**src/rtl/ssd_scan_ctrl.sv**
```systemverilog
// Multiplexed scan controller for a common-anode 7-segment display.
// One shared nibble output, per-slot guard blanking, leading-zero suppression and frame-synchronous data commit.
module ssd_scan_ctrl #(
   parameter int NUM_DIGITS   = 4,
   parameter int REFRESH_DIV  = 100000,
   parameter int BLANK_CYCLES = 16
) (
   input  logic                    ssd_scan_ctrl_port_clk,
   input  logic                    ssd_scan_ctrl_port_rst,
   input  logic                    ssd_scan_ctrl_port_load,
   input  logic [4*NUM_DIGITS-1:0] ssd_scan_ctrl_port_data,
   input  logic                    ssd_scan_ctrl_port_lz_en,
   output logic [3:0]              ssd_scan_ctrl_port_digit,
   output logic [NUM_DIGITS-1:0]   ssd_scan_ctrl_port_an,
   output logic                    ssd_scan_ctrl_port_ack,
   output logic                    ssd_scan_ctrl_port_frame
);

   localparam int CW = (REFRESH_DIV > 1) ? $clog2(REFRESH_DIV) : 1;
   localparam int IW = (NUM_DIGITS > 1) ? $clog2(NUM_DIGITS) : 1;
   localparam logic [CW-1:0] C_LAST  = CW'(REFRESH_DIV - 1);
   localparam logic [CW-1:0] C_BLAST = CW'(BLANK_CYCLES - 1);
   localparam logic [IW-1:0] I_LAST  = IW'(NUM_DIGITS - 1);

   typedef enum logic {ST_BLANK, ST_SHOW} state_t;

   state_t                       r_state, w_state_nxt;
   logic [CW-1:0]                r_cnt, w_cnt_nxt;
   logic [IW-1:0]                r_idx, w_idx_nxt;
   logic [NUM_DIGITS-1:0][3:0]   r_shown, r_pend, w_shown_nxt;
   logic                         r_pend_vld, r_lz, w_lz_nxt;
   logic                         w_commit, w_blank, w_frame_nxt;
   logic [NUM_DIGITS-1:0]        w_zup, w_an_nxt, r_an;
   logic [3:0]                   r_digit;
   logic                         r_ack, r_frame;

   always_comb begin
      w_state_nxt = r_state;
      w_cnt_nxt   = r_cnt + 1'b1;
      w_idx_nxt   = r_idx;
      case (r_state)
         ST_BLANK: if (r_cnt == C_BLAST) w_state_nxt = ST_SHOW;
         ST_SHOW: if (r_cnt == C_LAST) begin
            w_state_nxt = ST_BLANK;
            w_cnt_nxt   = '0;
            w_idx_nxt   = (r_idx == I_LAST) ? '0 : r_idx + 1'b1;
         end
         default: w_state_nxt = ST_BLANK;
      endcase
   end

   // Outputs are registered from next-state values so they line up with the state they describe.
   assign w_frame_nxt = (w_state_nxt == ST_SHOW) && (w_cnt_nxt == C_LAST) && (w_idx_nxt == I_LAST);
   assign w_commit    = r_frame & r_pend_vld;
   assign w_shown_nxt = w_commit ? r_pend : r_shown;
   assign w_lz_nxt    = (w_cnt_nxt == '0) ? ssd_scan_ctrl_port_lz_en : r_lz;

   // w_zup[i]: nibble i and everything above it are zero.
   always_comb begin
      w_zup = '0;
      for (int i = 0; i < NUM_DIGITS; i++) begin
         logic v_z;
         v_z = 1'b1;
         for (int j = i; j < NUM_DIGITS; j++) v_z = v_z & (w_shown_nxt[j] == 4'd0);
         w_zup[i] = v_z;
      end
   end

   assign w_blank = w_lz_nxt && (w_idx_nxt != '0) && w_zup[w_idx_nxt];

   always_comb begin
      w_an_nxt = '1;
      if (w_state_nxt == ST_SHOW && !w_blank)
         w_an_nxt = ~(NUM_DIGITS'(1) << w_idx_nxt);
   end

   always_ff @(posedge ssd_scan_ctrl_port_clk or posedge ssd_scan_ctrl_port_rst) begin
      if (ssd_scan_ctrl_port_rst) begin
         r_state    <= ST_BLANK;
         r_cnt      <= '0;
         r_idx      <= '0;
         r_shown    <= '0;
         r_pend     <= '0;
         r_pend_vld <= 1'b0;
         r_lz       <= 1'b0;
         r_an       <= '1;
         r_digit    <= 4'd0;
         r_ack      <= 1'b0;
         r_frame    <= 1'b0;
      end else begin
         r_state <= w_state_nxt;
         r_cnt   <= w_cnt_nxt;
         r_idx   <= w_idx_nxt;
         r_shown <= w_shown_nxt;
         r_lz    <= w_lz_nxt;
         r_an    <= w_an_nxt;
         r_digit <= w_shown_nxt[w_idx_nxt];
         r_ack   <= w_commit;
         r_frame <= w_frame_nxt;
         // A load on the frame cycle lands after the commit and waits for the next frame.
         if (ssd_scan_ctrl_port_load) begin
            r_pend     <= ssd_scan_ctrl_port_data;
            r_pend_vld <= 1'b1;
         end else if (w_commit) begin
            r_pend_vld <= 1'b0;
         end
      end
   end

   assign ssd_scan_ctrl_port_digit = r_digit;
   assign ssd_scan_ctrl_port_an    = r_an;
   assign ssd_scan_ctrl_port_ack   = r_ack;
   assign ssd_scan_ctrl_port_frame = r_frame;

endmodule

```
**config.mk**
```make
export PLATFORM = sky130hd
export DESIGN_NAME = ssd_scan_ctrl
export DESIGN_NICKNAME = d
export VERILOG_FILES = /design/src/rtl/ssd_scan_ctrl.sv
export SDC_FILE = /design/constraint.sdc
export NUM_CORES = 1
export LEC_CHECK = 0
export BUFFER_PORTS_ARGS = -buffer_cell sky130_fd_sc_hd__buf_2
export CAP_MARGIN = 20
export CORE_UTILIZATION = 35
export DETAILED_ROUTE_END_ITERATION = 8
export GPL_TIMING_DRIVEN = 0
export HOLD_SLACK_MARGIN = 0.08
export SLEW_MARGIN = 20
export SYNTH_ARGS = -nofsm -noshare
export SYNTH_HDL_FRONTEND = slang
export SYNTH_SLANG_ARGS = --single-unit
```
**constraint.sdc**
```tcl
create_clock -name ssd_scan_ctrl_port_clk -period 2.9 [get_ports ssd_scan_ctrl_port_clk]
set_clock_uncertainty 0.1 [all_clocks]
set_input_delay 0.725 -clock ssd_scan_ctrl_port_clk [delete_from_list [all_inputs] [get_ports ssd_scan_ctrl_port_clk]]
set_output_delay 0.725 -clock ssd_scan_ctrl_port_clk [all_outputs]
set_load 0.1 [all_outputs]
```
==> impl_metrics.csv, run 1 <==
group,metric,value,unit
status,outcome,"finished, final reports clean",
global_routing,antenna_found_initial,0,
synthesis,synth_area_per_cell,11.6,sq um
clocking,clock_latency,0.34,ns
placement,dp_hpwl,4.37,mm
synthesis,ys_top_cells_by_area,"dfrtp_1, mux2_2, mux2i_1",
global_routing,grt_pass1_wl,10.4,mm
placement,port_buffers,28,
drt,dr.pass1.iters,4,
drt,drc,0,
final_layout,layout.nets,324,
setup_path,cp_top_family,"simple AND/OR/NAND/NOR gates",
synthesis,synth.cell_area,3030,sq um
floorplanning,die_h,95.1,microns
placement,dp_slack,0.0547,ns
clocking,clkSinkCount,64,
final_layout,diodes,0,
hold_path,min_path_type,"primary input to async pin",
drt,ant_nets,0,
timing,fin_crit,2.69,ns
floorplanning,rows,33,
pwr,power.density,495,nW/um^2
floorplanning,die_w,95.1,microns
synthesis,yosys.area.top_type_share,0.495,
synthesis,ys_warn_count,0,
clocking,numCtsBuffers,9,
final_layout,post-route-util,0.426,
global_routing,grt_start_max_net_pins,41,
drt,drt_iter0_markers,65,
synthesis,ys_async_sr_fraction,1.00,
timing,max_slew_margin,0.540,
pwr,leakagePower,1.72,nW
setup_path,end_kind,"flop",
setup_path,crit_required,3.07,ns
placement,gp_congestion,0.858,
placement,dpl-instance-area,3330,sq um
drt,wl_per_cell,14.7,microns
synthesis,synth.distinct_cells,49,
timing,rsz0062_at_grt,"false",
clocking,post_cts_buffers,0,
drt,wl,6.04,mm
drt,vias_per_cell,5.10,
timing,layout_setup_ws,0.210,ns
final_layout,finalInstanceArea,3540,sq um
timing,tightest_slew,0.684,ns
setup_path,slowest_stage,"dfrtp_1",
timing,fin_crit_sh,0.928,
final_layout,layout-drive-gt1-share,0.319,
timing,finalHoldViolations,0,
clocking,htreeDepth,3,
floorplanning,core_area,8300,sq um
setup_path,start_kind,"flop",
setup_path,path_cells,"nand2_1, buf_2, mux2_2, nor4_1, o311ai_1, a211oi_1, mux2i_1, nand4_1",
synthesis,synth_seq_area_share,0.529,
global_routing,grt_pass1_vias,2118,
timing,setup_viol,0,
synthesis,ys.flop_type,"dfrtp_1",
pwr,irDropWorstVdd,0.350,mV
synthesis,synth-edff-count,0,
final_layout,syn2layout_area_growth,16.5,%
setup_path,cpPeakStageDelay,0.41,ns
final_layout,multi_input_area,1300,sq um
floorplanning,ios,30,
timing,tns,0,ns
synthesis,ys_seq_elements,64,
clocking,clkSlewWorstSetupHoldPaths,0.07,ns
synthesis,synth_top_area_cell,"dfrtp_1",
clocking,cts.path.max_buffers,2,
timing,fmax,372,MHz
synthesis,synth_nets,284,
final_layout,fillers,788,
drt,vias,2101,
clocking,cts_tree,"done",
setup_path,path_buf_inv,1,
synthesis,syn-instance-count,262,
setup_path,cp.arrival,2.86,ns
floorplanning,die_area,9040,sq um
global_routing,gr-usage-all-layers,0.154,
synthesis,yosysMostFrequentCell,"dfrtp_1",
setup_path,critPathKind,"flop to flop",
global_routing,grt_overflow,0,
floorplanning,start_util,0.366,
clocking,clock_tree.root_cell,"clkbuf_8",
setup_path,crit_fanout,10,
synthesis,synth_commonest_cells,"dfrtp_1, mux2_2, nand2_1, nor2_1, inv_1",
timing,drv_slew,0,
flow_run,cap_violations,0,
final_layout,seq_area,1610,sq um
pwr,power,0.00175,W
[cell usage in the layout, fill, tap and decap left out, types with 4 or more instances in the layout]
master	instances
dfstp_2	4
nand4_1	8
nor2_1	17
o211ai_1	4
mux2_2	28
nand2_1	17
xnor2_1	8
xor2_1	7
o21ai_0	4
buf_2	33
dfrtp_1	60
clkbuf_8	10
mux2i_1	11
inv_1	14
nor4_1	9
nor3_1	6
nand3_1	9
[power breakdown]
part / internal, W / switching [W] / total (W)
clock network: 0.000419 / 0.000343 / 0.000762
logic: 0.0000321 / 0.0000301 / 0.0000622
registers: 0.000915 / 0.0000110 / 0.000926
total: 0.00137 / 0.000384 / 0.00175
[cell families (layout without fill, tap and decap cells)]
group | after synthesis | count (layout) | share of synthesized area
simple gates | 82 | 82 | 0.148
flops | 64 | 64 | 0.529
mux | 39 | 39 | 0.140
compound gates | 32 | 32 | 0.0845
buf+inv | 28 | 73 | 0.0466
xor+xnor | 15 | 15 | 0.0433
fa+ha+maj | 2 | 2 | 0.00825
[final cells by class]
class | instances | area share
clock buffers | 11 | 0.0400
repair buffers | 29 | 0.0453
inverters | 16 | 0.0177
flip-flops and latches | 64 | 0.454
well taps | 105 | 0.0372
multi-input cells | 170 | 0.367
clock inverters | 5 | 0.0159
plain buffers | 12 | 0.0230
[flip-flops by register name (all words and copies together) (netlist names), 2 cells and up]
signal                    flops
ssd_scan_ctrl_port_digit      4
r_idx                         2
ssd_scan_ctrl_port_an         4
r_pend                       16
r_cnt                        17
r_shown                      16
[final timing paths]
| check | startpoint | end | slack, ns | depth (start not counted) |
|---|---|---|---|---|
| worst max-delay path | ssd_scan_ctrl_port_frame | ssd_scan_ctrl_port_an[2] | 0.21 | 8 |
| worst min-delay path | ssd_scan_ctrl_port_rst | ssd_scan_ctrl_port_digit[2] | 0.24 | 2 |
| worst max register to register | ssd_scan_ctrl_port_frame | ssd_scan_ctrl_port_an[2] | 0.21 | 8 |
| worst min register to register | r_pend_vld | r_pend_vld | 0.38 | 1 |
| max in group asynchronous | ssd_scan_ctrl_port_rst | ssd_scan_ctrl_port_an[2] | 1.88 | 3 |
| min in group ssd_scan_ctrl_port_clk | r_pend_vld | r_pend_vld | 0.38 | 1 |
[routing by layer]
layer / GRT usage / vias up / wire [microns]
met1: 0.194 / 1040 / 2670
met4: 0.0631 / 0 / 72
met5: 0 / - / 0
met2: 0.245 / 46 / 3020
li1: - / 1009 / -
met3: 0.0494 / 6 / 278
[stage by stage]
stage,cells,hold slack [ns]
finish,412,0.244
global route,412,0.243
CTS,412,0.230
detailed placement,396,0.367
global placement,395,0.358
floorplan,262,0.350
[timing repair]
item / 4_1_cts / 5_1_grt
gates resized for setup: 0 / 3
hold buffers: 0 / 0
setup endpoints to repair: 0 / 8
(Power assumes the default switching activity.)
==> run 2: changes to the inputs <==
--- a/config.mk
+++ b/config.mk
@@ -8,6 +8,7 @@
 export BUFFER_PORTS_ARGS = -buffer_cell sky130_fd_sc_hd__buf_2
 export CAP_MARGIN = 20
 export CORE_UTILIZATION = 35
+export CTS_BUF_LIST = sky130_fd_sc_hd__clkbuf_16
 export DETAILED_ROUTE_END_ITERATION = 8
 export GPL_TIMING_DRIVEN = 0
 export HOLD_SLACK_MARGIN = 0.08
==> run 2 against run 1 <==
  * Flip-flop and latch count stayed put
  * Cell count stayed put
  * Maximum frequency rose by 0.26%
  * Die area unchanged
==> impl_metrics.csv, run 2 (synthesis results as in run 1) <==
group,metric,value,unit
timing,tns,0,ns
timing,rsz0062_at_grt,"false",
global_routing,grt_pass1_vias,2123,
placement,gp_congestion,0.858,
global_routing,use_met3,0.0470,
flow_run,cap_violations,0,
setup_path,critPathKind,"flop to flop",
pwr,switching_share,0.209,
pwr,power_frac_comb,0.031,
floorplanning,die_w,95.1,microns
drt,wl_per_cell,14.8,microns
global_routing,grtUsageMet2,0.246,
setup_path,worstReg2RegStart,"ssd_scan_ctrl_port_frame",
setup_path,start_kind,"flop",
pwr,switching_power,0.000423,W
final_layout,layout.nets,324,
timing,setup_viol,0,
clocking,clock_tree.root_cell,"clkbuf_16",
final_layout,post-route-util,0.437,
final_layout,largest-register,"r_cnt",
clocking,cts_tree,"done",
global_routing,grt_overflow,0,
setup_path,r2r_setup_slack,0.22,ns
floorplanning,rows,33,
setup_path,r2r-end,"ssd_scan_ctrl_port_an[2]",
placement,port_buffers,28,
clocking,clock_latency,0.32,ns
floorplanning,core_area,8300,sq um
timing,drv_slew,0,
floorplanning,die_area,9040,sq um
final_layout,layout-drive-gt1-share,0.316,
timing,tightest_slew,0.683,ns
final_layout,syn2layout_area_growth,19.5,%
global_routing,antenna_found_initial,0,
global_routing,gr-usage-all-layers,0.154,
drt,drt_iter0_markers,77,
clocking,numCtsBuffers,9,
floorplanning,start_util,0.366,
setup_path,reg2regPathDepth,8,
setup_path,endpoint,"ssd_scan_ctrl_port_an[2]",
placement,dp_hpwl,4.37,mm
drt,dr.pass1.iters,5,
clocking,cts_hold_buf,0,
global_routing,busiest_layer,"met2",
setup_path,end_kind,"flop",
clocking,htreeDepth,3,
status,outcome,"finished, final reports clean",
global_routing,grt_pass1_wl,10.4,mm
hold_path,min_path_type,"primary input to async pin",
clocking,clkSlewWorstSetupHoldPaths,0.05,ns
global_routing,use_met1,0.193,
final_layout,largestRegisters,"r_cnt x17, r_pend x16, r_shown x16",
clocking,cts.path.max_buffers,2,
setup_path,crit_fanout,10,
setup_path,crit_required,3.06,ns
drt,wl,6.08,mm
pwr,pwr-share-seq,0.457,
timing,fin_crit,2.68,ns
pwr,power.density,559,nW/um^2
timing,fmax,373,MHz
pwr,irDropWorstVdd,0.430,mV
clocking,clkSinkCount,64,
global_routing,grt_start_max_net_pins,41,
final_layout,diodes,0,
pwr,power_frac_clock,0.512,
pwr,leakagePower,1.77,nW
floorplanning,die_h,95.1,microns
final_layout,final_cell_mix,"dfrtp_1, buf_2, mux2_2",
drt,drc,0,
timing,hold_slack,0.261,ns
drt,vias_per_cell,5.17,
timing,finalHoldViolations,0,
final_layout,largest_register_ffs,17,
drt,ant_nets,0,
setup_path,worstSetupStartpoint,"ssd_scan_ctrl_port_frame",
drt,vias,2132,
floorplanning,ios,30,
pwr,intPower,0.00160,W
setup_path,cp.arrival,2.84,ns
timing,max_slew_margin,0.541,
timing,fin_crit_sh,0.925,
final_layout,layout_commonest_cell,"dfrtp_1",
[run 2: cell count changes in the layout (fill, tap and decap cells not counted), sizes merged]
cell and delta:
inv +1, clkbuf -2, clkinv +1
[run 2: how the worst min path moves through the flow]
stage / from / to / slack [ns]
3_5_place_dp: r_pend_vld / r_pend_vld / 0.37
4_1_cts: ssd_scan_ctrl_port_rst / ssd_scan_ctrl_port_digit[0] / 0.26
3_3_place_gp: r_pend_vld / r_pend_vld / 0.36
6_report: ssd_scan_ctrl_port_rst / ssd_scan_ctrl_port_ack / 0.26
5_1_grt: ssd_scan_ctrl_port_rst / ssd_scan_ctrl_port_ack / 0.28
2_1_floorplan: r_pend_vld / r_pend_vld / 0.35
[run 2: power by group through the flow]
stage | sequential (W) | combinational (W) | clock, W
after global placement | 0.000943 | 0.0000592 | 0
after detailed placement | 0.000944 | 0.0000654 | 0
after floorplan | 0.000939 | 0.0000407 | 0
after CTS | 0.000928 | 0.0000655 | 0.00107
final | 0.000928 | 0.0000624 | 0.00104
after global routing | 0.000931 | 0.0000711 | 0.00110
[run 2: layout make-up]
| class | instances | area [sq um] |
|---|---|---|
| fillers | 779 | 4670 |
| inverters | 16 | 62.6 |
| multi-input cells | 170 | 1300 |
| clock buffers | 9 | 225 |
| plain buffers | 12 | 81.3 |
| flip-flops and latches | 64 | 1610 |
| well taps | 105 | 131 |
| clock inverters | 7 | 63.8 |
| repair buffers | 29 | 160 |
[run 2: metal layers]
layer	vias to the layer above	part of all wire
li1	1017	-
met1	1057	0.44
met2	50	0.50
met3	8	0.047
met4	0	0.014
met5	-	0
[run 2: critical path: stages, from the launching register on]
cell,delay (ns)
dfrtp_1,0.40
nand2_1,0.32
buf_2,0.34
mux2_2,0.40
nor4_1,0.29
o311ai_1,0.25
a211oi_1,0.27
mux2i_1,0.13
nand4_1,0.12
[run 2: repair_timing]
action                                  4_1_cts  5_1_grt
gates resized for setup                       0        3
buffers inserted                              0        0
hold endpoints to repair                      0        0
endpoints found under the setup margin        0        8
[run 2: metrics by stage]
step | instance area, sq um | power (W) | instances | setup WS [ns]
floorplan | 3030 | 0.000980 | 262 | 0.0669
global placement | 3310 | 0.00100 | 395 | -0.294
detailed placement | 3330 | 0.00101 | 396 | 0.0547
CTS | 3620 | 0.00206 | 412 | 0.0589
global route | 3630 | 0.00210 | 412 | 0.0562
finish | 3630 | 0.00203 | 412 | 0.217
